## config.mk

```make
export PLATFORM = sky130hd
export DESIGN_NAME = bin_weight_mac_seq
export DESIGN_NICKNAME = d
export VERILOG_FILES = /design/src/rtl/bin_weight_mac_seq.sv
export SDC_FILE = /design/constraint.sdc
export NUM_CORES = 1
export LEC_CHECK = 0
export BUFFER_PORTS_ARGS = -buffer_cell sky130_fd_sc_hd__buf_2
export CAP_MARGIN = 40
export CELL_PAD_IN_SITES_DETAIL_PLACEMENT = 1
export CELL_PAD_IN_SITES_GLOBAL_PLACEMENT = 1
export CORE_MARGIN = 10
export CORE_UTILIZATION = 30
export CTS_CLUSTER_DIAMETER = 120
export DETAILED_ROUTE_END_ITERATION = 6
export PLACE_DENSITY = 0.61
export SETUP_SLACK_MARGIN = 0.2
export SYNTH_ARGS = -nofsm -noshare
export SYNTH_HDL_FRONTEND = slang
export SYNTH_SLANG_ARGS = --single-unit
```

## constraint.sdc

```tcl
create_clock -name clk -period 7.4 [get_ports clk]
set_input_delay 1.48 -clock clk [delete_from_list [all_inputs] [get_ports clk]]
set_output_delay 1.48 -clock clk [all_outputs]
set_load 0.01 [all_outputs]
```

## src/rtl/bin_weight_mac_seq.sv

```systemverilog
`default_nettype none
// +----------------------------------------------------------------------------+
// | bin_weight_mac_seq : sequential binary-weight MAC, saturated output vector |
// | Revision: 1.0                                                              |
// +----------------------------------------------------------------------------+
module bin_weight_mac_seq #(
  parameter int IN_DIM  = 8,
  parameter int OUT_DIM = 4,
  parameter int BIT_CNT = 8,
  parameter int LANES   = 2
) (
  input  logic                       clk,
  input  logic                       rst,
  input  logic                       in_valid,
  output logic                       in_ready,
  input  logic [LANES*BIT_CNT-1:0]   in_data,
  input  logic [OUT_DIM*LANES-1:0]   in_weight,
  output logic                       out_valid,
  input  logic                       out_ready,
  output logic [OUT_DIM*BIT_CNT-1:0] out_data,
  output logic [OUT_DIM-1:0]         out_sign,
  output logic [OUT_DIM-1:0]         out_sat
);

  localparam int BEATS   = IN_DIM / LANES;
  localparam int ACC_BIT = BIT_CNT + $clog2(IN_DIM) + 1;
  localparam int CNT_W   = (BEATS > 1) ? $clog2(BEATS) : 1;
  localparam logic [CNT_W-1:0] LAST_BEAT = CNT_W'(BEATS - 1);
  localparam logic signed [ACC_BIT-1:0] SAT_MAX =
    {{(ACC_BIT-BIT_CNT+1){1'b0}}, {(BIT_CNT-1){1'b1}}};
  localparam logic signed [ACC_BIT-1:0] SAT_MIN =
    {{(ACC_BIT-BIT_CNT+1){1'b1}}, {(BIT_CNT-1){1'b0}}};
  localparam logic [BIT_CNT-1:0] OUT_MAX = {1'b0, {(BIT_CNT-1){1'b1}}};
  localparam logic [BIT_CNT-1:0] OUT_MIN = {1'b1, {(BIT_CNT-1){1'b0}}};

  generate
    if (IN_DIM % LANES != 0) begin : g_bad_lanes
      $error("bin_weight_mac_seq: IN_DIM must be a multiple of LANES");
    end
  endgenerate

  typedef enum logic [1:0] {
    IDLE = 2'd0,
    ACC  = 2'd1,
    DONE = 2'd2
  } state_t;

  state_t                     state_q, state_d;
  logic [CNT_W-1:0]           cnt_q, cnt_d;
  logic                       ready_q, ready_d;
  logic signed [ACC_BIT-1:0]  acc_q [OUT_DIM];
  logic signed [ACC_BIT-1:0]  acc_d [OUT_DIM];
  logic [OUT_DIM*BIT_CNT-1:0] data_q, data_d;
  logic [OUT_DIM-1:0]         sign_q, sign_d;
  logic [OUT_DIM-1:0]         sat_q, sat_d;
  logic                       w_fire;
  logic                       w_last;
  logic [BIT_CNT-1:0]         w_lane;
  logic signed [ACC_BIT-1:0]  w_ext;

  always_comb begin
    state_d = state_q;
    cnt_d   = cnt_q;
    acc_d   = acc_q;
    data_d  = data_q;
    sign_d  = sign_q;
    sat_d   = sat_q;
    w_last  = 1'b0;
    w_lane  = '0;
    w_ext   = '0;
    // ready is registered, so a beat can only fire outside DONE
    w_fire  = in_valid && ready_q;

    case (state_q)
      IDLE, ACC: begin
        if (w_fire) begin
          if (cnt_q == LAST_BEAT) begin
            state_d = DONE;
            cnt_d   = '0;
            w_last  = 1'b1;
          end else begin
            state_d = ACC;
            cnt_d   = cnt_q + CNT_W'(1);
          end
        end
      end
      DONE: begin
        if (out_ready) begin
          state_d = IDLE;
          cnt_d   = '0;
          for (int o = 0; o < OUT_DIM; o++) acc_d[o] = '0;
        end
      end
      default: state_d = IDLE;
    endcase

    if (w_fire) begin
      for (int o = 0; o < OUT_DIM; o++) begin
        for (int k = 0; k < LANES; k++) begin
          w_lane = in_data[k*BIT_CNT +: BIT_CNT];
          w_ext  = {{(ACC_BIT-BIT_CNT){w_lane[BIT_CNT-1]}}, w_lane};
          if (in_weight[o*LANES+k]) acc_d[o] = acc_d[o] + w_ext;
          else                      acc_d[o] = acc_d[o] - w_ext;
        end
      end
    end

    // Output registers capture the final sums in the same edge that enters DONE
    if (w_last) begin
      for (int o = 0; o < OUT_DIM; o++) begin
        sign_d[o] = ~acc_d[o][ACC_BIT-1];
        if (acc_d[o] > SAT_MAX) begin
          data_d[o*BIT_CNT +: BIT_CNT] = OUT_MAX;
          sat_d[o]                     = 1'b1;
        end else if (acc_d[o] < SAT_MIN) begin
          data_d[o*BIT_CNT +: BIT_CNT] = OUT_MIN;
          sat_d[o]                     = 1'b1;
        end else begin
          data_d[o*BIT_CNT +: BIT_CNT] = acc_d[o][BIT_CNT-1:0];
          sat_d[o]                     = 1'b0;
        end
      end
    end

    ready_d = (state_d != DONE);
  end

  always_ff @(posedge clk) begin
    if (rst) begin
      state_q <= IDLE;
      cnt_q   <= '0;
      ready_q <= 1'b0;
      for (int o = 0; o < OUT_DIM; o++) acc_q[o] <= '0;
      data_q  <= '0;
      sign_q  <= '0;
      sat_q   <= '0;
    end else begin
      state_q <= state_d;
      cnt_q   <= cnt_d;
      ready_q <= ready_d;
      acc_q   <= acc_d;
      data_q  <= data_d;
      sign_q  <= sign_d;
      sat_q   <= sat_d;
    end
  end

  assign in_ready  = ready_q;
  assign out_valid = (state_q == DONE);
  assign out_data  = data_q;
  assign out_sign  = sign_q;
  assign out_sat   = sat_q;

endmodule
`default_nettype wire

```

==> metrics.log, run 1 <==
[metrics] aggregate negative setup slack: 0 ps
[metrics] share of synthesized cell area in full adder, half adder and majority cells: 14.34%
[metrics] area fraction in compound gates after synthesis: 25.36%
[metrics] kind of path behind the tightest hold check: reg -> reg
[metrics] Tightest Pin Transition: 858.3 ps
[metrics] final number of max-transition violations: 0
[metrics] Critical Path Start Type: input pin
[metrics] number of enable flip-flop cells after synthesis: 0
[metrics] combinational fraction of design power: 67.7%
[metrics] proportion of total power due to net switching: 46.93%
[metrics] Reg2Reg Depth: 21
[metrics] synthesized cell area: 0.009144 mm²
[metrics] overall die width: 194.6 µm
[metrics] TritonCTS Buffers: 9
[metrics] H-tree Lvls: 3
[metrics] post-synthesis area per instance: 7.723 µm²
[metrics] Clock transition at path regs: 60 ps
[metrics] cell area after placement: 0.009887 mm²
[metrics] initial core utilization: 30.61%
[metrics] final routed wirelength across all metal layers: 30510 µm
[metrics] count of filler cells inserted in the layout: 3629
[metrics] io pins: 70
[metrics] row count: 63
[metrics] Num Clock Sinks: 93
[metrics] DRC marker count from the first detailed-route iteration: 387
[metrics] fraction of layout cells with a size suffix above 1: 11.19%
[metrics] distinct cell type count after synthesis: 84
[metrics] Total Routing Usage GR: 15.84%
[metrics] simple-gate area share of the yosys netlist: 23.65%
[metrics] worst supply voltage drop on vdd: 0.1083 mV
[metrics] routed len/inst: 18.80 µm
[metrics] time the worst path needs with I/O delays and setup: 6559 ps
[metrics] fraction of synthesized area in multiplexers: 2.094%
[metrics] CP arrival: 6800 ps
[metrics] Diodes inserted: 0
[metrics] die extent in y: 194.6 µm
[metrics] Max-slew headroom: 42.58%
[metrics] number of endpoints failing setup at the final stage: 0
[metrics] DRC errors left: 0
[metrics] leakage power summed over all cells: 0.004337 µW
[metrics] worst hold path cell count: 2
[metrics] synth-to-layout area growth: 11.10%
[metrics] number of global-route vias before repair: 8612
[metrics] Worst Clk Skew: 13.15 ps
[metrics] number of detailed-routing iterations run before antenna repair: 5
[metrics] final setup margin: 840.8 ps
[metrics] cell area after layout: 0.01016 mm²
[metrics] internal power: 1674 µW
[metrics] most common flop cell mapped by yosys: dfxtp_1
[metrics] Clock Power Share: 14.0%
[metrics] number of antenna-violating nets in the routed design: 0
[metrics] Ys Warns: 0
[metrics] Pwr Density: 310.5 mW/mm²
[metrics] endpoint type of the worst setup path: register
[metrics] IO buf count: 69
[metrics] die area: 0.03786 mm²
[metrics] TritonCTS clock tree: built
[metrics] count of cells resized by post-cts repair: 0
[metrics] share of the synthesized netlist area taken by xor and xnor gates: 10.07%
[metrics] kind of critical path: in -> reg
[metrics] DP HPWL: 24850 µm
[metrics] core area: 0.02987 mm²
[metrics] via-per-instance ratio: 5.250
[metrics] maximum number of pins on one net before global-route repair: 72
[metrics] number of flip-flops and latches in the synthesized netlist: 93
[metrics] antenna violations before repair: 1
[metrics] FMAX: 152.5 MHz
[metrics] Setup WS pre-CTS: 449.7 ps
[metrics] leftover overflow at the end of global routing: 0
[metrics] post-synthesis async set-or-reset flop share: 0%
[metrics] clock latency reported for the late side of the worst-skew pair: 360 ps
[metrics] RSZ-0062 raised after global routing: false
[metrics] power dissipated by switching net loads: 1480 µW
[metrics] gate count of the mapped netlist: 1184
[metrics] maximum fanout encountered on the critical timing path: 8
[metrics] number of maximum-capacitance constraint violations: 0
[metrics] dominant combinational cell family by area after synthesis: compound AO/OA/AOI/OAI gates
[metrics] Longest Clk Path Bufs: 2
[metrics] Final Hold Vio Count: 0
[metrics] post-CTS setup buffer count: 0
[metrics] hold buffer count at cts: 0
[metrics] Final Cycle Share: 88.64%
[metrics] required time of the critical path: 7640 ps
[metrics] power share of the sequential group: 18.4%
[metrics] via total after detailed routing: 8521
[metrics] Final nets: 1356
[metrics] nets in the synthesized netlist: 1312
[metrics] gp weighted congestion: 0.8015
[metrics] root buffer cell: clkbuf_16
[metrics] sequential share of the synthesized area: 20.36%
[metrics] result of the run: finished clean
[metrics] first-pass GRT wire length: 48560 µm
==> critical path, stage by stage <==
cell      delay (ps)
buf_2            230
inv_1             80
ha_1             340
mux2_2           200
inv_1             60
fa_1             460
nor2b_1          120
o21ai_0          100
a21boi_0         260
o21ai_0          140
a21boi_0         240
o21ai_0          130
a21boi_0         330
nor2_1           100
ha_1             350
a21o_1           180
a41oi_1          250
o21ai_0          170
xnor2_1          150
xnor2_1          490
mux2i_1          460
nor3_4           130
a311o_1          320
==> cell families (layout without fill, tap and decap cells) <==
logic type	after synthesis	after routing
buf+inv	96	145
flops	93	93
xor+xnor	101	101
simple gates	443	443
fa+ha+maj	100	100
compound gates	333	333
mux	18	18
==> final cells by class <==
| class | instances | area, µm² | share of cell area (%) |
|---|---|---|---|
| Multi-Input combinational cell | 995 | 6908 | 68.00 |
| Tap cell | 390 | 488.0 | 4.804 |
| Clock inverter | 3 | 21.27 | 0.2094 |
| Timing Repair Buffer | 84 | 460.4 | 4.533 |
| Sequential cell | 93 | 1862 | 18.33 |
| Clock buffer | 13 | 250.2 | 2.463 |
| Inverter | 45 | 168.9 | 1.663 |
==> through the flow <==
stage / utilization (%) / hold slack, ps / total power [µW] / instances
floorplan: - / 461.6 / 2232 / 1184
global placement: 33.09 / 459.6 / 2676 / 1607
detailed placement: 33.09 / 471.0 / 2709 / 1607
CTS: 34.00 / 484.9 / 3176 / 1623
global route: 34.00 / 511.3 / 3467 / 1623
finish: 34.00 / 480.8 / 3154 / 1623
==> per-layer routing <==
layer	vias to the layer above	routed length [µm]	GRT usage, %
li1	4326	-	-
met1	4068	15840	22.67
met2	105	13170	24.31
met3	20	1098	2.220
met4	2	396	3.748
met5	-	13	0
==> worst paths after layout <==
check / slack (ps) / end / start
setup / recovery: 840 / out_sat[2]$_SDFFE_PP0P_ / in_data[0]
hold / removal: 480 / out_sign[0]$_SDFFE_PP0P_ / out_sign[0]$_SDFFE_PP0P_
setup reg to reg: 1670 / out_data[30]$_SDFFE_PP0P_ / state_q[1]$_SDFF_PP0_
hold reg to reg: 480 / out_sign[0]$_SDFFE_PP0P_ / out_sign[0]$_SDFFE_PP0P_
==> placed cells by master (no fill, tap or decap), types with 16 or more instances in the layout <==
master	instances
nor3_1	33
buf_2	68
nand2_1	91
nor2b_1	20
and2_1	52
inv_1	42
nor2_1	156
dfxtp_1	93
a211oi_1	42
ha_1	92
a21o_1	24
a21oi_1	62
nand3_1	22
o21ai_0	87
buf_4	16
xor2_1	45
xnor2_1	52
==> state kept, by name, indices dropped and copies added (netlist names) <==
register and cells:
acc_q 48, cnt_q 2, in_ready 1, out_data 32, out_sat 4, out_sign 4
state_q 2
==> power by group through the flow <==
stage                     clock, µW  sequential (µW)  combinational [µW]
final                           440              580                2130
after global routing            483              586                2400
after CTS                       461              580                2130
after detailed placement          0              592                2120
after global placement            0              590                2090
after floorplan                   0              587                1640
==> cells in the mapped netlist, drive strengths merged, types with 3 or more instances <==
cell type    n  area, µm²
o21ai       92      475.5
nand2b       6      37.54
and2        54      340.3
o32ai        6      52.55
inv         43      161.4
o211ai      12      95.09
a2111o       3      33.78
o2111ai      5      43.79
clkbuf      36      135.1
nor3        34      181.4
o31ai        5      37.54
o21bai       9      67.56
mux2         9      101.4
a21o        25      188.9
a211oi      44      340.3
a41oi        3      33.79
nor2       156      585.6
xor2        46      410.4
and3         7      43.79
o21a        12      90.09
fa           8      160.2
dfxtp       93       1862
a211o        4      35.03
a21oi       64      342.8
or4          4      30.03
a311oi       3      32.53
mux2i        9      90.09
nand3       22      110.1
nand2       93      351.6
nand4        6      37.54
o311ai       3      33.79
nand3b      10      75.07
or3          9      56.30
buf         15      73.82
nor4         6      67.56
ha          92       1151
a31oi        4      31.28
xnor2       54      488.0
a21boi       8      63.81
a221o       12      120.1
nor3b       12      90.09
nor2b       20      125.1
No activity file was read; power rests on OpenSTA's default activity.
==> inputs of run 2 (changes only) <==
--- a/config.mk
+++ b/config.mk
@@ -5,6 +5,7 @@
 export SDC_FILE = /design/constraint.sdc
 export NUM_CORES = 1
 export LEC_CHECK = 0
+export ABC_AREA = 1
 export BUFFER_PORTS_ARGS = -buffer_cell sky130_fd_sc_hd__buf_2
 export CAP_MARGIN = 40
 export CELL_PAD_IN_SITES_DETAIL_PLACEMENT = 1
@@ -13,8 +14,10 @@
 export CORE_UTILIZATION = 30
 export CTS_CLUSTER_DIAMETER = 120
 export DETAILED_ROUTE_END_ITERATION = 6
-export PLACE_DENSITY = 0.61
+export HOLD_SLACK_MARGIN = 0.12
+export PLACE_DENSITY = 0.64
 export SETUP_SLACK_MARGIN = 0.2
+export SLEW_MARGIN = 20
 export SYNTH_ARGS = -nofsm -noshare
 export SYNTH_HDL_FRONTEND = slang
 export SYNTH_SLANG_ARGS = --single-unit
==> metrics.log, run 2 <==
[metrics] Critical Path Start Type: input pin (unchanged)
[metrics] root buffer cell: clkbuf_16 (unchanged)
[metrics] most common cell after layout, fill and taps aside: nand2_1 (was nor2_1)
[metrics] number of endpoints failing setup at the final stage: 0 (unchanged)
[metrics] Longest Clk Path Bufs: 2 (unchanged)
[metrics] final number of max-transition violations: 0 (unchanged)
[metrics] Sequential cell area: 0.001862 mm² (unchanged)
[metrics] antenna violations before repair: 5 (was 1)
[metrics] post-synthesis area per instance: 6.311 µm² (was 7.723 µm²)
[metrics] most repeated library cell on the critical path: nand2_1 (was o21ai_0)
[metrics] gp weighted congestion: 0.8388 (was 0.8015)
[metrics] final routed wirelength across all metal layers: 32190 µm (was 30510 µm)
[metrics] FMAX: 172.5 MHz (was 152.5 MHz)
[metrics] power dissipated by switching net loads: 1078 µW (was 1480 µW)
[metrics] kind of critical path: in -> reg (unchanged)
[metrics] time the worst path needs with I/O delays and setup: 5796 ps (was 6559 ps)
[metrics] post-synthesis async set-or-reset flop share: 0% (unchanged)
[metrics] power share of the sequential group: 23.2% (was 18.4%)
[metrics] Worst path top cell family by delay: compound AO/OA/AOI/OAI gates (unchanged)
[metrics] number of antenna-violating nets in the routed design: 0 (unchanged)
[metrics] number of maximum-capacitance constraint violations: 0 (unchanged)
[metrics] leftover overflow at the end of global routing: 0 (unchanged)
[metrics] DRC marker count from the first detailed-route iteration: 502 (was 387)
[metrics] io pins: 70 (unchanged)
[metrics] Commonest cells post-synth: nand2_1, inv_1, o21ai_0 (was nor2_1, dfxtp_1, ha_1, nand2_1, o21ai_0)
[metrics] Pwr Density: 237.5 mW/mm² (was 310.5 mW/mm²)
[metrics] synth-to-layout area growth: 11.39% (was 11.10%)
[metrics] cell type with the highest aggregate area in the netlist: dfxtp_1 (unchanged)
[metrics] number of enable flip-flop cells after synthesis: 0 (unchanged)
[metrics] aggregate negative setup slack: 0 ps (unchanged)
[metrics] register-to-register setup slack: 2260 ps (was 1670 ps)
[metrics] RSZ-0062 raised after global routing: false (unchanged)
[metrics] top-count cell post-synth: nand2_1 (was nor2_1)
[metrics] max reg flops: 48 (unchanged)
[metrics] Clock transition at path regs: 70 ps (was 60 ps)
[metrics] Total Routing Usage GR: 16.93% (was 15.84%)
[metrics] core area: 0.02964 mm² (was 0.02987 mm²)
[metrics] kind of path behind the tightest hold check: reg -> reg (unchanged)
[metrics] Final Cycle Share: 78.33% (was 88.64%)
[metrics] Final Hold Vio Count: 0 (unchanged)
[metrics] TritonCTS clock tree: built (unchanged)
[metrics] via-per-instance ratio: 4.889 (was 5.250)
[metrics] fraction of layout cells with a size suffix above 1: 10.61% (was 11.19%)
[metrics] CP arrival: 6050 ps (was 6800 ps)
[metrics] initial core utilization: 30.39% (was 30.61%)
[metrics] Tightest Pin Transition: 720.8 ps (was 858.3 ps)
[metrics] worst supply voltage drop on vdd: 0.1260 mV (was 0.1083 mV)
[metrics] via total after detailed routing: 9147 (was 8521)
[metrics] largest reg by FF count: acc_q (unchanged)
[metrics] Final nets: 1604 (was 1356)
[metrics] Clock Power Share: 20.0% (was 14.0%)
[metrics] IO buf count: 69 (unchanged)
[metrics] Worst Clk Skew: 6.843 ps (was 13.15 ps)
[metrics] final core utilization: 33.85% (was 34.00%)
[metrics] combinational fraction of design power: 56.8% (was 67.7%)
[metrics] Ys Warns: 0 (unchanged)
[metrics] internal power: 1304 µW (was 1674 µW)
[metrics] number of global-route vias before repair: 9443 (was 8612)
[metrics] DRC errors left: 0 (unchanged)
[metrics] gate count of the mapped netlist: 1427 (was 1184)
[metrics] leakage power summed over all cells: 0.005259 µW (was 0.004337 µW)
[metrics] sequential share of the synthesized area: 20.67% (was 20.36%)
[metrics] area share of the largest cell type after synthesis: 20.67% (was 20.36%)
[metrics] row count: 63 (unchanged)
[metrics] area occupied by multi-input gates: 0.006190 mm² (was 0.006908 mm²)
[metrics] clock latency reported for the late side of the worst-skew pair: 360 ps (about the same)
[metrics] H-tree Lvls: 3 (unchanged)
[metrics] Area contributors post-synth: dfxtp_1, nand2_1, ha_1 (was dfxtp_1, ha_1, nor2_1)
[metrics] result of the run: finished clean (unchanged)
[metrics] die extent in y: 193.3 µm (was 194.6 µm)
[metrics] Power, Total: 2383 µW (was 3154 µW)
[metrics] distinct cell type count after synthesis: 39 (was 84)
[metrics] delay contributed by the slowest stage of the critical path: 470 ps (was 490 ps)
[metrics] maximum fanout encountered on the critical timing path: 6 (was 8)
[metrics] required time of the critical path: 7660 ps (was 7640 ps)
[metrics] hold buffer count at cts: 0 (unchanged)
[metrics] count of cells resized by post-cts repair: 0 (unchanged)
[metrics] most common flop cell mapped by yosys: dfxtp_1 (unchanged)
[metrics] nets in the synthesized netlist: 1555 (was 1312)
[metrics] number of detailed-routing iterations run before antenna repair: 4 (was 5)
[metrics] slowest CP cell: fa_1 (was xnor2_1)
[metrics] number of flip-flops and latches in the synthesized netlist: 93 (unchanged)
[metrics] DP HPWL: 25810 µm (was 24850 µm)
[metrics] maximum number of pins on one net before global-route repair: 61 (was 72)
[metrics] Max-slew headroom: 51.95% (was 42.58%)
[metrics] buffers and inverters on the worst path: 6 (was 3)
[metrics] count of filler cells inserted in the layout: 3977 (was 3629)
[metrics] endpoint type of the worst setup path: register (unchanged)
[metrics] die area: 0.03735 mm² (was 0.03786 mm²)
[metrics] leading cell types in the layout, fill and taps excluded: nand2_1, inv_1, o21ai_0 (was nor2_1, dfxtp_1, ha_1)
[metrics] Num Clock Sinks: 93 (unchanged)
[metrics] post-CTS setup buffer count: 0 (unchanged)
[metrics] TritonCTS Buffers: 9 (unchanged)
[metrics] first-pass GRT wire length: 51500 µm (was 48560 µm)
[metrics] overall die width: 193.3 µm (was 194.6 µm)
[metrics] routed len/inst: 17.21 µm (was 18.80 µm)
[metrics] proportion of total power due to net switching: 45.26% (was 46.93%)
[metrics] synthesized cell area: 0.009006 mm² (was 0.009144 mm²)
run 2: changes by cell type after synthesis, moves of 41 or more:
| cell | previous run | this run |
|---|---|---|
| inv_1 | 42 | 207 |
| and2_1 | 53 | 0 |
| a21oi_1 | 62 | 103 |
| o21ai_0 | 87 | 149 |
| nand3_1 | 22 | 68 |
| nand2_1 | 92 | 366 |
| nor2_1 | 156 | 108 |
run 2: kinds of logic (layout without fill, tap and decap cells):
| family | after synthesis | after routing | synth area share (%) |
|---|---|---|---|
| AO/OA/AOI/OAI | 318 | 318 | 19.94 |
| XOR/XNOR | 59 | 59 | 5.738 |
| adder cells (fa/ha/maj) | 100 | 100 | 14.56 |
| buffers and inverters | 250 | 303 | 10.68 |
| flip-flops | 93 | 93 | 20.67 |
| other | 0 | 1 | 0 |
| AND/OR/NAND/NOR | 607 | 607 | 28.41 |
run 2: routing by layer:
metal  vias up  share of wire (%)  wire, µm  global-route usage, %
met2        91                 47     15280                  28.93
met3        28                3.2      1041                  2.403
li1       4708                  -         -                      -
met1      4316                 48     15390                  21.80
met4         4                1.4       452                  4.235
met5         -              0.099        32                      0
run 2: layout make-up:
type                    instances  area share, %
inverters                     211          7.895
clock inverters                 3         0.4615
well taps                     390          4.864
flip-flops and latches         93          18.56
repair buffers                 77          4.041
diodes                          1        0.02494
multi-input cells            1084          61.70
clock buffers                  12          2.457
run 2: power by group through the flow:
stage / Clock (µW) / Combinational (µW) / Sequential (µW)
2_1_floorplan: 0 / 1040 / 562
3_3_place_gp: 0 / 1320 / 563
3_5_place_dp: 0 / 1350 / 564
4_1_cts: 490 / 1360 / 553
5_1_grt: 504 / 1560 / 556
6_report: 477 / 1350 / 553
run 2: worst paths after layout:
kind | start | end | depth (start not counted)
worst max-delay path | in_data[0] | out_data[16]$_SDFFE_PP0P_ | 28
worst min register to register | cnt_q[1]$_SDFFE_PP0P_ | cnt_q[1]$_SDFFE_PP0P_ | 2
worst max register to register | state_q[1]$_SDFF_PP0_ | out_data[10]$_SDFFE_PP0P_ | 29
worst min-delay path | cnt_q[1]$_SDFFE_PP0P_ | cnt_q[1]$_SDFFE_PP0P_ | 2
run 2: tightest hold or removal path, delay by kind of cell, from the launching register on:
family          cells  cell delay [ps]
compound gates      1               50
simple gates        1               60
flops               1              320
run 2: metrics by stage:
stage	hold slack (ps)	instances	cell area (µm²)	setup slack, ps
final	473.0	1871	10030	1604
after floorplan	442.7	1427	9006	1780
after CTS	472.7	1870	10030	1615
after global placement	453.2	1855	9737	1381
after global routing	516.9	1870	10030	1061
after detailed placement	463.0	1855	9737	1241
